==> src/rtl/mem_pkg.sv <==
// mem_pkg: shared types and constants for the memory-access stage.
// Latency: n/a (types, constants and one helper function only).
// Backpressure: n/a.
// Contents: FSM state enum, func3 size/sign encodings, misaligned-trap cause
// codes, byte-lane count and the natural-size lane mask helper.
package mem_pkg;

    localparam int MEM_BE_W = 8;

    typedef enum logic [1:0] {
        ST_IDLE = 2'd0,
        ST_REQ  = 2'd1,
        ST_RESP = 2'd2,
        ST_DONE = 2'd3
    } mem_state_t;

    // func3 load/store encodings; bit 2 selects zero extension on loads
    localparam logic [2:0] F3_B  = 3'd0;
    localparam logic [2:0] F3_H  = 3'd1;
    localparam logic [2:0] F3_W  = 3'd2;
    localparam logic [2:0] F3_D  = 3'd3;
    localparam logic [2:0] F3_BU = 3'd4;
    localparam logic [2:0] F3_HU = 3'd5;
    localparam logic [2:0] F3_WU = 3'd6;

    localparam logic [3:0] CAUSE_LOAD_MISALIGN  = 4'd4;
    localparam logic [3:0] CAUSE_STORE_MISALIGN = 4'd6;

    // Unshifted byte-enable mask for an access of 1 << sz bytes
    function automatic logic [MEM_BE_W-1:0] lane_mask(input logic [1:0] sz);
        logic [MEM_BE_W-1:0] m;
        case (sz)
            2'd0:    m = 8'h01;
            2'd1:    m = 8'h03;
            2'd2:    m = 8'h0F;
            default: m = 8'hFF;
        endcase
        return m;
    endfunction

endpackage

==> src/rtl/mem_load_align.sv <==
// mem_load_align: shifts the returned doubleword down to the access offset,
// truncates to the access size and sign/zero-extends it.
// Latency: purely combinational. Backpressure: none.
// Ports: i_rdata raw bus data, i_off byte offset, i_func3 size/sign, o_data result.
module mem_load_align
    import mem_pkg::*;
#(
    parameter int DATA_WIDTH = 64
) (
    input  logic [DATA_WIDTH-1:0] i_rdata,
    input  logic [2:0]            i_off,
    input  logic [2:0]            i_func3,
    output logic [DATA_WIDTH-1:0] o_data
);

    logic [DATA_WIDTH-1:0] w_shifted;

    assign w_shifted = i_rdata >> {i_off, 3'b000};

    always_comb begin
        o_data = w_shifted;
        case (i_func3)
            F3_B:    o_data = {{(DATA_WIDTH-8){w_shifted[7]}},   w_shifted[7:0]};
            F3_H:    o_data = {{(DATA_WIDTH-16){w_shifted[15]}}, w_shifted[15:0]};
            F3_W:    o_data = {{(DATA_WIDTH-32){w_shifted[31]}}, w_shifted[31:0]};
            F3_BU:   o_data = {{(DATA_WIDTH-8){1'b0}},  w_shifted[7:0]};
            F3_HU:   o_data = {{(DATA_WIDTH-16){1'b0}}, w_shifted[15:0]};
            F3_WU:   o_data = {{(DATA_WIDTH-32){1'b0}}, w_shifted[31:0]};
            default: o_data = w_shifted;  // ld: offset is zero, pass whole doubleword
        endcase
    end

endmodule

==> src/rtl/memory_stage.sv <==
// memory_stage: single-outstanding data-memory access stage; aligns store lanes,
// extracts/extends load data, passes write-back controls through.
// Latency: 2 stall cycles + DONE minimum; +1 stall per cycle of ready/rvalid delay.
// Backpressure: o_stall_mem holds upstream from start until DONE; dmem via req/ready.
// Option: define MEM_MISALIGN_TRAP_EN to trap misaligned accesses (cause 4 load,
// 6 store) instead of rounding them down to natural alignment.
// Ports: i_clk/i_rst, instruction inputs (i_valid, i_alu_result, i_write_data,
// i_func3, i_mem_access, i_mem_we), write-back pass-through (reg_we, rd_addr,
// result_src, pc_plus4, alu_result), o_read_data, o_stall_mem, o_exception/o_cause,
// dmem request (o_dmem_req/we/addr/wdata/be, i_dmem_ready) and response
// (i_dmem_rvalid, i_dmem_rdata).
module memory_stage
    import mem_pkg::*;
#(
    parameter int ADDR_WIDTH = 64,
    parameter int DATA_WIDTH = 64,
    parameter int REG_ADDR_W = 5
) (
    input  logic                  i_clk,
    input  logic                  i_rst,
    input  logic                  i_valid,
    input  logic [DATA_WIDTH-1:0] i_alu_result,
    input  logic [DATA_WIDTH-1:0] i_write_data,
    input  logic [2:0]            i_func3,
    input  logic                  i_mem_access,
    input  logic                  i_mem_we,
    input  logic                  i_reg_we,
    input  logic [REG_ADDR_W-1:0] i_rd_addr,
    input  logic [2:0]            i_result_src,
    input  logic [ADDR_WIDTH-1:0] i_pc_plus4,
    output logic                  o_reg_we,
    output logic [REG_ADDR_W-1:0] o_rd_addr,
    output logic [2:0]            o_result_src,
    output logic [ADDR_WIDTH-1:0] o_pc_plus4,
    output logic [DATA_WIDTH-1:0] o_alu_result,
    output logic [DATA_WIDTH-1:0] o_read_data,
    output logic                  o_stall_mem,
    output logic                  o_exception,
    output logic [3:0]            o_cause,
    output logic                  o_dmem_req,
    output logic                  o_dmem_we,
    output logic [ADDR_WIDTH-1:0] o_dmem_addr,
    output logic [DATA_WIDTH-1:0] o_dmem_wdata,
    output logic [MEM_BE_W-1:0]   o_dmem_be,
    input  logic                  i_dmem_ready,
    input  logic                  i_dmem_rvalid,
    input  logic [DATA_WIDTH-1:0] i_dmem_rdata
);

    mem_state_t            r_state;
    logic                  r_dmem_req;
    logic                  r_dmem_we;
    logic [ADDR_WIDTH-1:0] r_dmem_addr;
    logic [DATA_WIDTH-1:0] r_dmem_wdata;
    logic [MEM_BE_W-1:0]   r_dmem_be;
    logic [DATA_WIDTH-1:0] r_read_data;
    logic [2:0]            r_off;
    logic [2:0]            r_func3;

    logic [1:0]            w_sz;
    logic [2:0]            w_addr_off;
    logic [2:0]            w_align_mask;
    logic [2:0]            w_off;
    logic                  w_misaligned;
    logic                  w_idle;
    logic                  w_start;
    logic [MEM_BE_W-1:0]   w_be;
    logic [DATA_WIDTH-1:0] w_wdata;
    logic [DATA_WIDTH-1:0] w_load_data;

    assign w_sz       = i_func3[1:0];
    assign w_addr_off = i_alu_result[2:0];
    // size - 1 as a byte-offset mask: the offset bits that must be zero when aligned
    assign w_align_mask = (w_sz == 2'd0) ? 3'b000 :
                          (w_sz == 2'd1) ? 3'b001 :
                          (w_sz == 2'd2) ? 3'b011 : 3'b111;

`ifdef MEM_MISALIGN_TRAP_EN
    assign w_misaligned = |(w_addr_off & w_align_mask);
    assign w_off        = w_addr_off;
`else
    // No trap: silently round the access down to its natural alignment
    assign w_misaligned = 1'b0;
    assign w_off        = w_addr_off & ~w_align_mask;
`endif

    assign w_idle  = (r_state == ST_IDLE);
    assign w_start = w_idle & i_valid & i_mem_access & ~w_misaligned;

    assign w_be    = MEM_BE_W'(lane_mask(w_sz) << w_off);
    assign w_wdata = i_write_data << {w_off, 3'b000};

`ifdef MEM_MISALIGN_TRAP_EN
    assign o_exception = ~i_rst & w_idle & i_valid & i_mem_access & w_misaligned;
    assign o_cause     = o_exception ? (i_mem_we ? CAUSE_STORE_MISALIGN : CAUSE_LOAD_MISALIGN)
                                     : 4'd0;
`else
    assign o_exception = 1'b0;
    assign o_cause     = 4'd0;
`endif

    // Stall from the start cycle through REQ/RESP; DONE releases the pipeline
    assign o_stall_mem = ~i_rst & (w_start | (r_state == ST_REQ) | (r_state == ST_RESP));

    assign o_reg_we     = i_reg_we & ~o_exception;
    assign o_rd_addr    = i_rd_addr;
    assign o_result_src = i_result_src;
    assign o_pc_plus4   = i_pc_plus4;
    assign o_alu_result = i_alu_result;

    assign o_read_data  = r_read_data;
    assign o_dmem_req   = r_dmem_req;
    assign o_dmem_we    = r_dmem_we;
    assign o_dmem_addr  = r_dmem_addr;
    assign o_dmem_wdata = r_dmem_wdata;
    assign o_dmem_be    = r_dmem_be;

    mem_load_align #(
        .DATA_WIDTH (DATA_WIDTH)
    ) u_load_align (
        .i_rdata (i_dmem_rdata),
        .i_off   (r_off),
        .i_func3 (r_func3),
        .o_data  (w_load_data)
    );

    always_ff @(posedge i_clk) begin
        if (i_rst) begin
            r_state      <= ST_IDLE;
            r_dmem_req   <= 1'b0;
            r_dmem_we    <= 1'b0;
            r_dmem_addr  <= '0;
            r_dmem_wdata <= '0;
            r_dmem_be    <= '0;
            r_read_data  <= '0;
            r_off        <= '0;
            r_func3      <= '0;
        end else begin
            case (r_state)
                ST_IDLE: begin
                    if (w_start) begin
                        r_dmem_req   <= 1'b1;
                        r_dmem_we    <= i_mem_we;
                        r_dmem_addr  <= {i_alu_result[ADDR_WIDTH-1:3], 3'b000};
                        r_dmem_wdata <= w_wdata;
                        r_dmem_be    <= w_be;
                        r_off        <= w_off;
                        r_func3      <= i_func3;
                        r_state      <= ST_REQ;
                    end
                end
                ST_REQ: begin
                    // rvalid without ready cannot belong to this request; ignore it
                    if (i_dmem_ready) begin
                        r_dmem_req <= 1'b0;
                        if (r_dmem_we) begin
                            r_state <= ST_DONE;
                        end else if (i_dmem_rvalid) begin
                            r_read_data <= w_load_data;
                            r_state     <= ST_DONE;
                        end else begin
                            r_state <= ST_RESP;
                        end
                    end
                end
                ST_RESP: begin
                    if (i_dmem_rvalid) begin
                        r_read_data <= w_load_data;
                        r_state     <= ST_DONE;
                    end
                end
                ST_DONE: begin
                    r_state <= ST_IDLE;
                end
                default: begin
                    r_state <= ST_IDLE;
                end
            endcase
        end
    end

endmodule

==> config.mk <==
export PLATFORM = sky130hd
export DESIGN_NAME = memory_stage
export DESIGN_NICKNAME = d
export VERILOG_FILES = /design/src/rtl/mem_pkg.sv /design/src/rtl/mem_load_align.sv /design/src/rtl/memory_stage.sv
export SDC_FILE = /design/constraint.sdc
export NUM_CORES = 1
export LEC_CHECK = 0
export ABC_AREA = 1
export BUFFER_PORTS_ARGS = -buffer_cell sky130_fd_sc_hd__buf_2
export CORE_AREA = 2 2 238 240
export CTS_CLUSTER_DIAMETER = 80
export CTS_CLUSTER_SIZE = 30
export DETAILED_ROUTE_END_ITERATION = 6
export DIE_AREA = 0 0 240 242
export REMOVE_ABC_BUFFERS = 1
export SLEW_MARGIN = 20
export SYNTH_ARGS = -nofsm -noshare
export SYNTH_HDL_FRONTEND = slang
export SYNTH_SLANG_ARGS = --single-unit
==> constraint.sdc <==
create_clock -name i_clk -period 4.93 [get_ports i_clk]
set_input_delay 1.2325 -clock i_clk [delete_from_list [all_inputs] [get_ports i_clk]]
set_output_delay 1.2325 -clock i_clk [all_outputs]
set_load 0.005 [all_outputs]
==> results of run 1 <==
## registers in the layout (all words and copies together), names as in the netlist
register,flops
o_dmem_be,8
o_dmem_req,1
r_func3,3
r_state,2
r_off,3
o_dmem_we,1
o_read_data,64
o_dmem_addr,61
o_dmem_wdata,64
## metal layers
metal / GRT usage [%] / share of wire, % / up-vias
met4: 3.71 / 1.7 / 8
met3: 9.65 / 14 / 61
met2: 24.5 / 40 / 668
met5: 3.28 / 0.49 / -
met1: 22.5 / 43 / 6067
li1: - / - / 6532
## worst max path at each step
stage	slack, ns	depth (start not counted)	from	endpoint
floorplan	-0.16	6	i_valid	o_dmem_wdata[40]$_SDFFE_PP0P_
global placement	1.35	5	i_rst	r_func3[1]$_SDFFE_PP0P_
detailed placement	1.41	5	i_rst	r_func3[1]$_SDFFE_PP0P_
CTS	1.52	5	r_state[0]$_SDFFE_PP0P_	o_stall_mem
global route	1.41	5	r_state[1]$_SDFFE_PP0P_	o_stall_mem
finish	1.57	4	i_mem_access	o_stall_mem
## layout make-up
class                      count  area, um2
timing repair buffer         488       2510
clock inverter                16        246
antenna                        1       2.50
tap                          756        946
fill                        6393      40900
multi-input combinational   1344       6010
inverter                      96        364
clock buffer                  24        589
sequential                   207       4150
## cells by family after synthesis
kind of cell | share of synthesized area, %
other cells | 0.0308
simple gates | 32.7
buf+inv | 17.1
flops | 34.0
compound gates | 15.7
fa+ha+maj | 0.411
## worst reg2reg max path, stage by stage, from the launching register on
cell and delay (ns):
sky130_fd_sc_hd__dfxtp_2 0.96, sky130_fd_sc_hd__inv_2 0.53, sky130_fd_sc_hd__nand3_1 0.27, sky130_fd_sc_hd__nand3_1 0.11, sky130_fd_sc_hd__nand2_2 0.13, sky130_fd_sc_hd__nand2_4 0.14
sky130_fd_sc_hd__nand2_2 0.46, sky130_fd_sc_hd__nor2_1 0.16, sky130_fd_sc_hd__nor2_1 0.11
## power by group through the flow
stage / clock network [mW] / logic, mW / registers, mW
6_report: 1.88 / 1.94 / 2.16
5_1_grt: 2.01 / 2.19 / 2.19
4_1_cts: 1.97 / 1.95 / 2.16
3_5_place_dp: 0 / 1.94 / 2.19
3_3_place_gp: 0 / 1.94 / 2.20
2_1_floorplan: 0 / 1.01 / 2.19
## cell usage after synthesis, types with 2 or more instances
| cell type | n |
|---|---|
| sky130_fd_sc_hd__buf_4 | 154 |
| sky130_fd_sc_hd__nand3_1 | 184 |
| sky130_fd_sc_hd__clkbuf_1 | 74 |
| sky130_fd_sc_hd__dfxtp_1 | 207 |
| sky130_fd_sc_hd__o21ai_0 | 141 |
| sky130_fd_sc_hd__ha_1 | 4 |
| sky130_fd_sc_hd__nand2_2 | 2 |
| sky130_fd_sc_hd__nand3_2 | 2 |
| sky130_fd_sc_hd__buf_1 | 8 |
| sky130_fd_sc_hd__a211oi_1 | 2 |
| sky130_fd_sc_hd__a21oi_1 | 131 |
| sky130_fd_sc_hd__nand4_1 | 2 |
| sky130_fd_sc_hd__nand2_1 | 596 |
| sky130_fd_sc_hd__buf_2 | 40 |
| sky130_fd_sc_hd__buf_6 | 5 |
| sky130_fd_sc_hd__o211ai_1 | 41 |
| sky130_fd_sc_hd__inv_1 | 88 |
| sky130_fd_sc_hd__nor2_2 | 3 |
| sky130_fd_sc_hd__a22oi_1 | 20 |
| sky130_fd_sc_hd__nor2_1 | 187 |
| sky130_fd_sc_hd__inv_2 | 7 |
| sky130_fd_sc_hd__or2_2 | 2 |
| sky130_fd_sc_hd__o21ai_1 | 12 |
## through the flow
stage | std cells | instance area [um2] | setup WS, ns | hold slack, ns | util [%]
floorplan | 1647 | 10500 | -0.160 | 0.456 | -
global placement | 2891 | 14000 | 1.35 | 0.449 | 25.1
detailed placement | 2891 | 14000 | 1.41 | 0.452 | 25.1
CTS | 2931 | 14800 | 1.52 | 0.465 | 26.6
global route | 2931 | 14800 | 1.41 | 0.477 | 26.6
finish | 2932 | 14800 | 1.57 | 0.463 | 26.6
==> implementation parameters, run 1 <==
Parameter                              Value

Power and ir drop
  Pwr dens    404 nW/um2
  Sequential cell fraction of total power    36.1%
  Cell-internal power    3.64 mW
  Gate power share    32.4%
  Switching pwr    2.35 mW
  Static power due to leakage    7.28 nW
  Clk pwr share    31.5%
  Proportion of total power due to net switching    39.2%
  Worst supply voltage drop on vdd    0.235 mV
  Power consumption    5.98 mW

Global routing
  Vias in the first global route    11905
  Wire length of the first global-routing pass    76.7 mm
  Total global routing track utilization    17.3%
  Gr ovfl total    0
  Maximum number of pins on one net before global-route repair    79
  Antenna violations before repair    3

Layout
  Most frequent standard cell in the layout excluding fill and tap cells    sky130_fd_sc_hd__nand2_1
  Area Overhead vs Synth    21.7%
  Share of final-layout standard cells stronger than drive strength 1    25.5%
  Most frequent cells in the layout    sky130_fd_sc_hd__nand2_1 (595), sky130_fd_sc_hd__buf_2 (464), sky130_fd_sc_hd__dfxtp_1 (205), sky130_fd_sc_hd__nor2_1 (185), sky130_fd_sc_hd__nand3_1 (184)
  Net count, final    2438

Setup path
  Cell with the biggest individual delay on the critical path    sky130_fd_sc_hd__nand3_4
  Most used cell along the critical path    sky130_fd_sc_hd__buf_2
  Largest driver fanout on the critical path    31
  Internal reg-to-reg setup slack    2.01 ns
  Critical R2R Launch    r_off[1]$_SDFFE_PP0P_
  Buffers and inverters on the worst path    2
  Nature of the critical path startpoint    input pin
  Reg2Reg Capture Point    o_read_data[28]$_SDFFE_PP0P_
  Critical Path Max Stage Delay    0.33 ns
  Type of element capturing the critical path    output port
  Chain of cells forming the critical path    buf_2, nand3_4, a21oi_1, buf_2
  CP Data Arrival Time    2.13 ns
  Setup CP Type    input pin to output port
  CP Data Required Time    3.70 ns
  CP top delay family    simple AND/OR/NAND/NOR gates
  Depth of the worst register-to-register path    8

Synth
  Post-synth ARST share    0%
  Ranking of synthesized cells by area    sky130_fd_sc_hd__dfxtp_1 (34%), sky130_fd_sc_hd__nand2_1 (18%), sky130_fd_sc_hd__buf_4 (9.5%)
  Register bit total from synthesis    207
  Synth warnings    0
  Number of synthesized flops with an enable pin    0
  Cell type with the largest total area after synthesis    sky130_fd_sc_hd__dfxtp_1
  Most used flip-flop cell after synthesis    sky130_fd_sc_hd__dfxtp_1
  Yosys top cell area share    34.0%
  Proportion of synthesized chip area in sequential cells    34.0%
  Number of standard cells after synthesis    1921
  Avg Synthesized Cell Area    6.34 um2
  Unique cell type count in the Yosys netlist    32
  Synthesized cell area    12200 um2

STA
  Count of pins over their slew limit    0
  Final critical path time including I/O delays and setup    3.36 ns
  Worst slew margin    33.3%
  Transition time of the tightest slew-check pin    1.00 ns
  Skew final    0.0253 ns
  F_max    298 MHz
  Accumulated negative setup slack    0 ns
  Share of the clock period used by the worst path after layout    68.2%
  Number of setup violations in the final report    0
  Final hold vios    0
  Unrepaired setup endpoints after global routing    no

Hold path
  Hold Path Stages    2
  Type of the worst min-delay path    flip-flop to flip-flop
  Critical hold path startpoint    o_dmem_addr[36]$_SDFFE_PP0P_
  Sink of the worst hold path    o_dmem_addr[36]$_SDFFE_PP0P_

Die
  Core region area    55700 um2
  Die Span X    240 um
  Y dimension of the die    242 um
  Overall die area    58100 um2
  Total number of placement rows    87
  IO Count    620
  Starting Density    21.8%

Placed design
  Dpl hpwl    38.0 mm
  Final RePlAce weighted congestion    0.863
  # port buffers    465

Clock network
  Number of clock sinks seen by CTS    207
  Number of buffers inserted for hold repair after clock tree synthesis    0
  Clock insertion delay at the later pin of the skew report    0.55 ns
  CTS H-Tree Depth    1
  Cell at the root of the clock tree    sky130_fd_sc_hd__clkbuf_16
  CTS clock-pin slew for the worst setup and hold paths    0.08 ns
  Number of gates given a new drive strength after cts    0
  Clock Path Buffers    3
  CTS buffer count    22
  Setup Fix Bufs, Post-CTS    0
  TritonCTS clock tree    yes

Detailed routing
  Total number of vias    13336
  Antenna Violating Nets Remaining    0
  Number of detailed-routing iterations run before antenna repair    6
  Drc violations    0
  Drt first-iter violations    713
  Vias per cell    4.55
  Final WL    53.5 mm
  Per-cell routed wire length    18.2 um

Run status
  Outcome    finished clean

Run
  Number of max-capacitance violations reported    0
Note: power is estimated with default switching activity, not from simulation.
==> inputs of run 2 (changes only) <==
--- a/config.mk
+++ b/config.mk
@@ -7,11 +7,11 @@
 export LEC_CHECK = 0
 export ABC_AREA = 1
 export BUFFER_PORTS_ARGS = -buffer_cell sky130_fd_sc_hd__buf_2
-export CORE_AREA = 2 2 238 240
+export CORE_AREA = 2 2 239 241
 export CTS_CLUSTER_DIAMETER = 80
 export CTS_CLUSTER_SIZE = 30
 export DETAILED_ROUTE_END_ITERATION = 6
-export DIE_AREA = 0 0 240 242
+export DIE_AREA = 0 0 241 243
 export REMOVE_ABC_BUFFERS = 1
 export SLEW_MARGIN = 20
 export SYNTH_ARGS = -nofsm -noshare
==> constraint.sdc (replaced) <==
create_clock -name i_clk -period 3 [get_ports i_clk]
set_input_delay 0.75 -clock i_clk [delete_from_list [all_inputs] [get_ports i_clk]]
set_output_delay 0.75 -clock i_clk [all_outputs]
set_load 0.005 [all_outputs]
==> run 2 against run 1 <==
  * Count of clock-buffer cells in the layout is 3 lower
  * Utilization is 0.19 points lower
  * Wire length is 5.4% lower
  * Worst hold slack worse by 0.0021 ns
  * Critical path type is now flip-flop to flip-flop
  * Highest routed layer unchanged
==> implementation parameters, run 2 (synthesized netlist as in run 1, its figures left out) <==
Parameter                              Value

Die
  Starting Density    21.8% (-0.085 points)
  Y dimension of the die    243 um (+0.41%)
  IO Count    620 (unchanged)
  Total number of placement rows    87 (unchanged)
  Die Span X    241 um (+0.42%)
  Overall die area    58600 um2 (+0.83%)
  Core region area    56000 um2 (+0.39%)

Detailed routing
  Antenna Violating Nets Remaining    0 (unchanged)
  DR WL met3    6.89 mm (-7.8%)
  Detailed-routed wire length on met2    20.7 mm (-4.5%)
  Drt first-iter violations    783 (+9.8%)
  Total routed wire length on the met1 layer    21.8 mm (-5.8%)
  Highest routed metal layer    met5
  Vias per cell    4.53 (-0.36%)
  Number of detailed-routing iterations run before antenna repair    7 (+1)
  Drc violations    0 (unchanged)
  Per-cell routed wire length    17.3 um (-5.3%)
  Total number of vias    13275 (-0.46%)
  Final WL    50.6 mm (-5.4%)

Setup path
  Number of stages on the worst setup path    6 (+2)
  Type of element capturing the critical path    flip-flop
  Critical Path Max Stage Delay    0.87 ns (+0.54 ns)
  Internal reg-to-reg setup slack    0.47 ns (-1.54 ns)
  Buffers and inverters on the worst path    2 (unchanged)
  Cell with the biggest individual delay on the critical path    sky130_fd_sc_hd__nor3_2
  Setup CP Type    flip-flop to flip-flop
  CP Data Arrival Time    2.99 ns (+0.86 ns)
  Nature of the critical path startpoint    flip-flop
  CP top delay family    simple AND/OR/NAND/NOR gates
  Chain of cells forming the critical path    inv_1, nor3_2, inv_1, o21ai_0, nor2_1, nor2_1
  Depth of the worst register-to-register path    6 (-2)
  CP Data Required Time    3.46 ns (-0.24 ns)
  Largest driver fanout on the critical path    20 (-35%)
  Reg2Reg Capture Point    o_read_data[58]$_SDFFE_PP0P_
  Critical R2R Launch    r_func3[0]$_SDFFE_PP0P_

Layout
  Area Overhead vs Synth    21.3%
  Filler Cells Inserted    6456 (+0.99%)
  Most frequent standard cell in the layout excluding fill and tap cells    sky130_fd_sc_hd__nand2_1
  Net count, final    2439 (+0.041%)
  Most frequent cells in the layout    sky130_fd_sc_hd__nand2_1 (595), sky130_fd_sc_hd__buf_2 (464), sky130_fd_sc_hd__dfxtp_1 (205), sky130_fd_sc_hd__nor2_1 (185), sky130_fd_sc_hd__nand3_1 (184)
  Share of final-layout standard cells stronger than drive strength 1    25.4% (-0.10 points)

STA
  Count of pins over their slew limit    0 (unchanged)
  Transition time of the tightest slew-check pin    1.09 ns (+0.0875 ns)
  Worst slew margin    27.1% (-6.2 points)
  F_max    395 MHz
  Number of setup violations in the final report    0 (unchanged)
  Accumulated negative setup slack    0 ns (unchanged)
  Hold WS    0.461 ns (-0.00213 ns)
  Share of the clock period used by the worst path after layout    84.4%
  Final hold vios    0 (unchanged)
  Skew final    0.0217 ns (-0.00369 ns)
  Unrepaired setup endpoints after global routing    no
  Final critical path time including I/O delays and setup    2.53 ns

Clock network
  Number of clock sinks seen by CTS    207 (unchanged)
  Clock Path Buffers    3 (unchanged)
  CTS clock-pin slew for the worst setup and hold paths    0.08 ns (about the same)
  CTS H-Tree Depth    1 (unchanged)
  Number of gates given a new drive strength after cts    0 (unchanged)
  Clock insertion delay at the later pin of the skew report    0.53 ns (-0.02 ns)
  TritonCTS clock tree    yes
  Cell at the root of the clock tree    sky130_fd_sc_hd__clkbuf_16
  CTS buffer count    19 (-14%)
  Setup Fix Bufs, Post-CTS    0 (unchanged)
  Number of buffers inserted for hold repair after clock tree synthesis    0 (unchanged)

Global routing
  Vias in the first global route    12126 (+1.9%)
  Wire length of the first global-routing pass    74.2 mm (-3.3%)
  Antenna violations before repair    4 (+1)
  Total global routing track utilization    16.4% (-0.96 points)
  Gr ovfl total    0 (unchanged)
  Maximum number of pins on one net before global-route repair    106 (+34%)

Run
  Number of max-capacitance violations reported    0 (unchanged)

Placed design
  # port buffers    465 (unchanged)
  Dpl hpwl    37.0 mm (-2.7%)
  Final RePlAce weighted congestion    0.862 (about the same)

Power and ir drop
  Pwr dens    638 nW/um2 (+58%)
  Worst supply voltage drop on vdd    0.302 mV (+28%)
  Static power due to leakage    7.26 nW (-0.35%)

Run status
  Outcome    finished clean

Hold path
  Type of the worst min-delay path    flip-flop to flip-flop
  Hold Path Stages    2 (unchanged)
  Sink of the worst hold path    o_dmem_addr[39]$_SDFFE_PP0P_
  Critical hold path startpoint    o_dmem_addr[39]$_SDFFE_PP0P_
run 2: where the power goes:
group          switching [mW]  internal, mW
sequential              0.306          3.22
combinational            2.07          1.18
clock                    1.29          1.36
total                    3.66          5.76
run 2: per-layer routing:
layer | global-route usage (%) | vias to the layer above
li1 | - | 6534
met1 | 21.6 | 5963
met2 | 23.4 | 707
met3 | 8.53 | 59
met4 | 3.12 | 12
met5 | 3.20 | -
run 2: area by class of cell:
| class | count | area (um2) | area share [%] |
|---|---|---|---|
| clock buffer | 21 | 503 | 3.41 |
| inverter | 96 | 364 | 2.47 |
| sequential | 207 | 4150 | 28.1 |
| clock inverter | 12 | 143 | 0.966 |
| tap | 756 | 946 | 6.41 |
| timing repair buffer | 492 | 2660 | 18.0 |
| multi-input combinational | 1344 | 6010 | 40.7 |
| antenna | 1 | 2.50 | 0.0169 |
run 2: how the worst max path moves through the flow:
stage	slack, ns	endpoint	from
finish	0.47	o_read_data[58]$_SDFFE_PP0P_	r_func3[0]$_SDFFE_PP0P_
global route	0.19	o_read_data[53]$_SDFFE_PP0P_	r_func3[0]$_SDFFE_PP0P_
CTS	0.46	o_read_data[60]$_SDFFE_PP0P_	r_func3[0]$_SDFFE_PP0P_
detailed placement	0.49	o_read_data[58]$_SDFFE_PP0P_	r_func3[0]$_SDFFE_PP0P_
global placement	0.55	o_dmem_wdata[17]$_SDFFE_PP0P_	i_func3[0]
floorplan	-1.61	o_dmem_wdata[40]$_SDFFE_PP0P_	i_valid
run 2: per-stage QoR:
stage | cell area (um2) | setup slack, ns | utilization (%) | power [mW] | std cells
3_5_place_dp | 14100 | 0.492 | 25.2 | 6.86 | 2895
3_3_place_gp | 14100 | 0.548 | 25.2 | 6.86 | 2895
2_1_floorplan | 10500 | -1.61 | - | 5.27 | 1647
4_1_cts | 14800 | 0.458 | 26.4 | 9.59 | 2928
6_report | 14800 | 0.469 | 26.4 | 9.43 | 2929
5_1_grt | 14800 | 0.191 | 26.4 | 10.1 | 2928
run 2: worst min-delay path, cell delays in order, from the launching register on:
cell and delay [ns]:
sky130_fd_sc_hd__dfxtp_1 0.31, sky130_fd_sc_hd__nand2_1 0.05, sky130_fd_sc_hd__a21oi_1 0.05
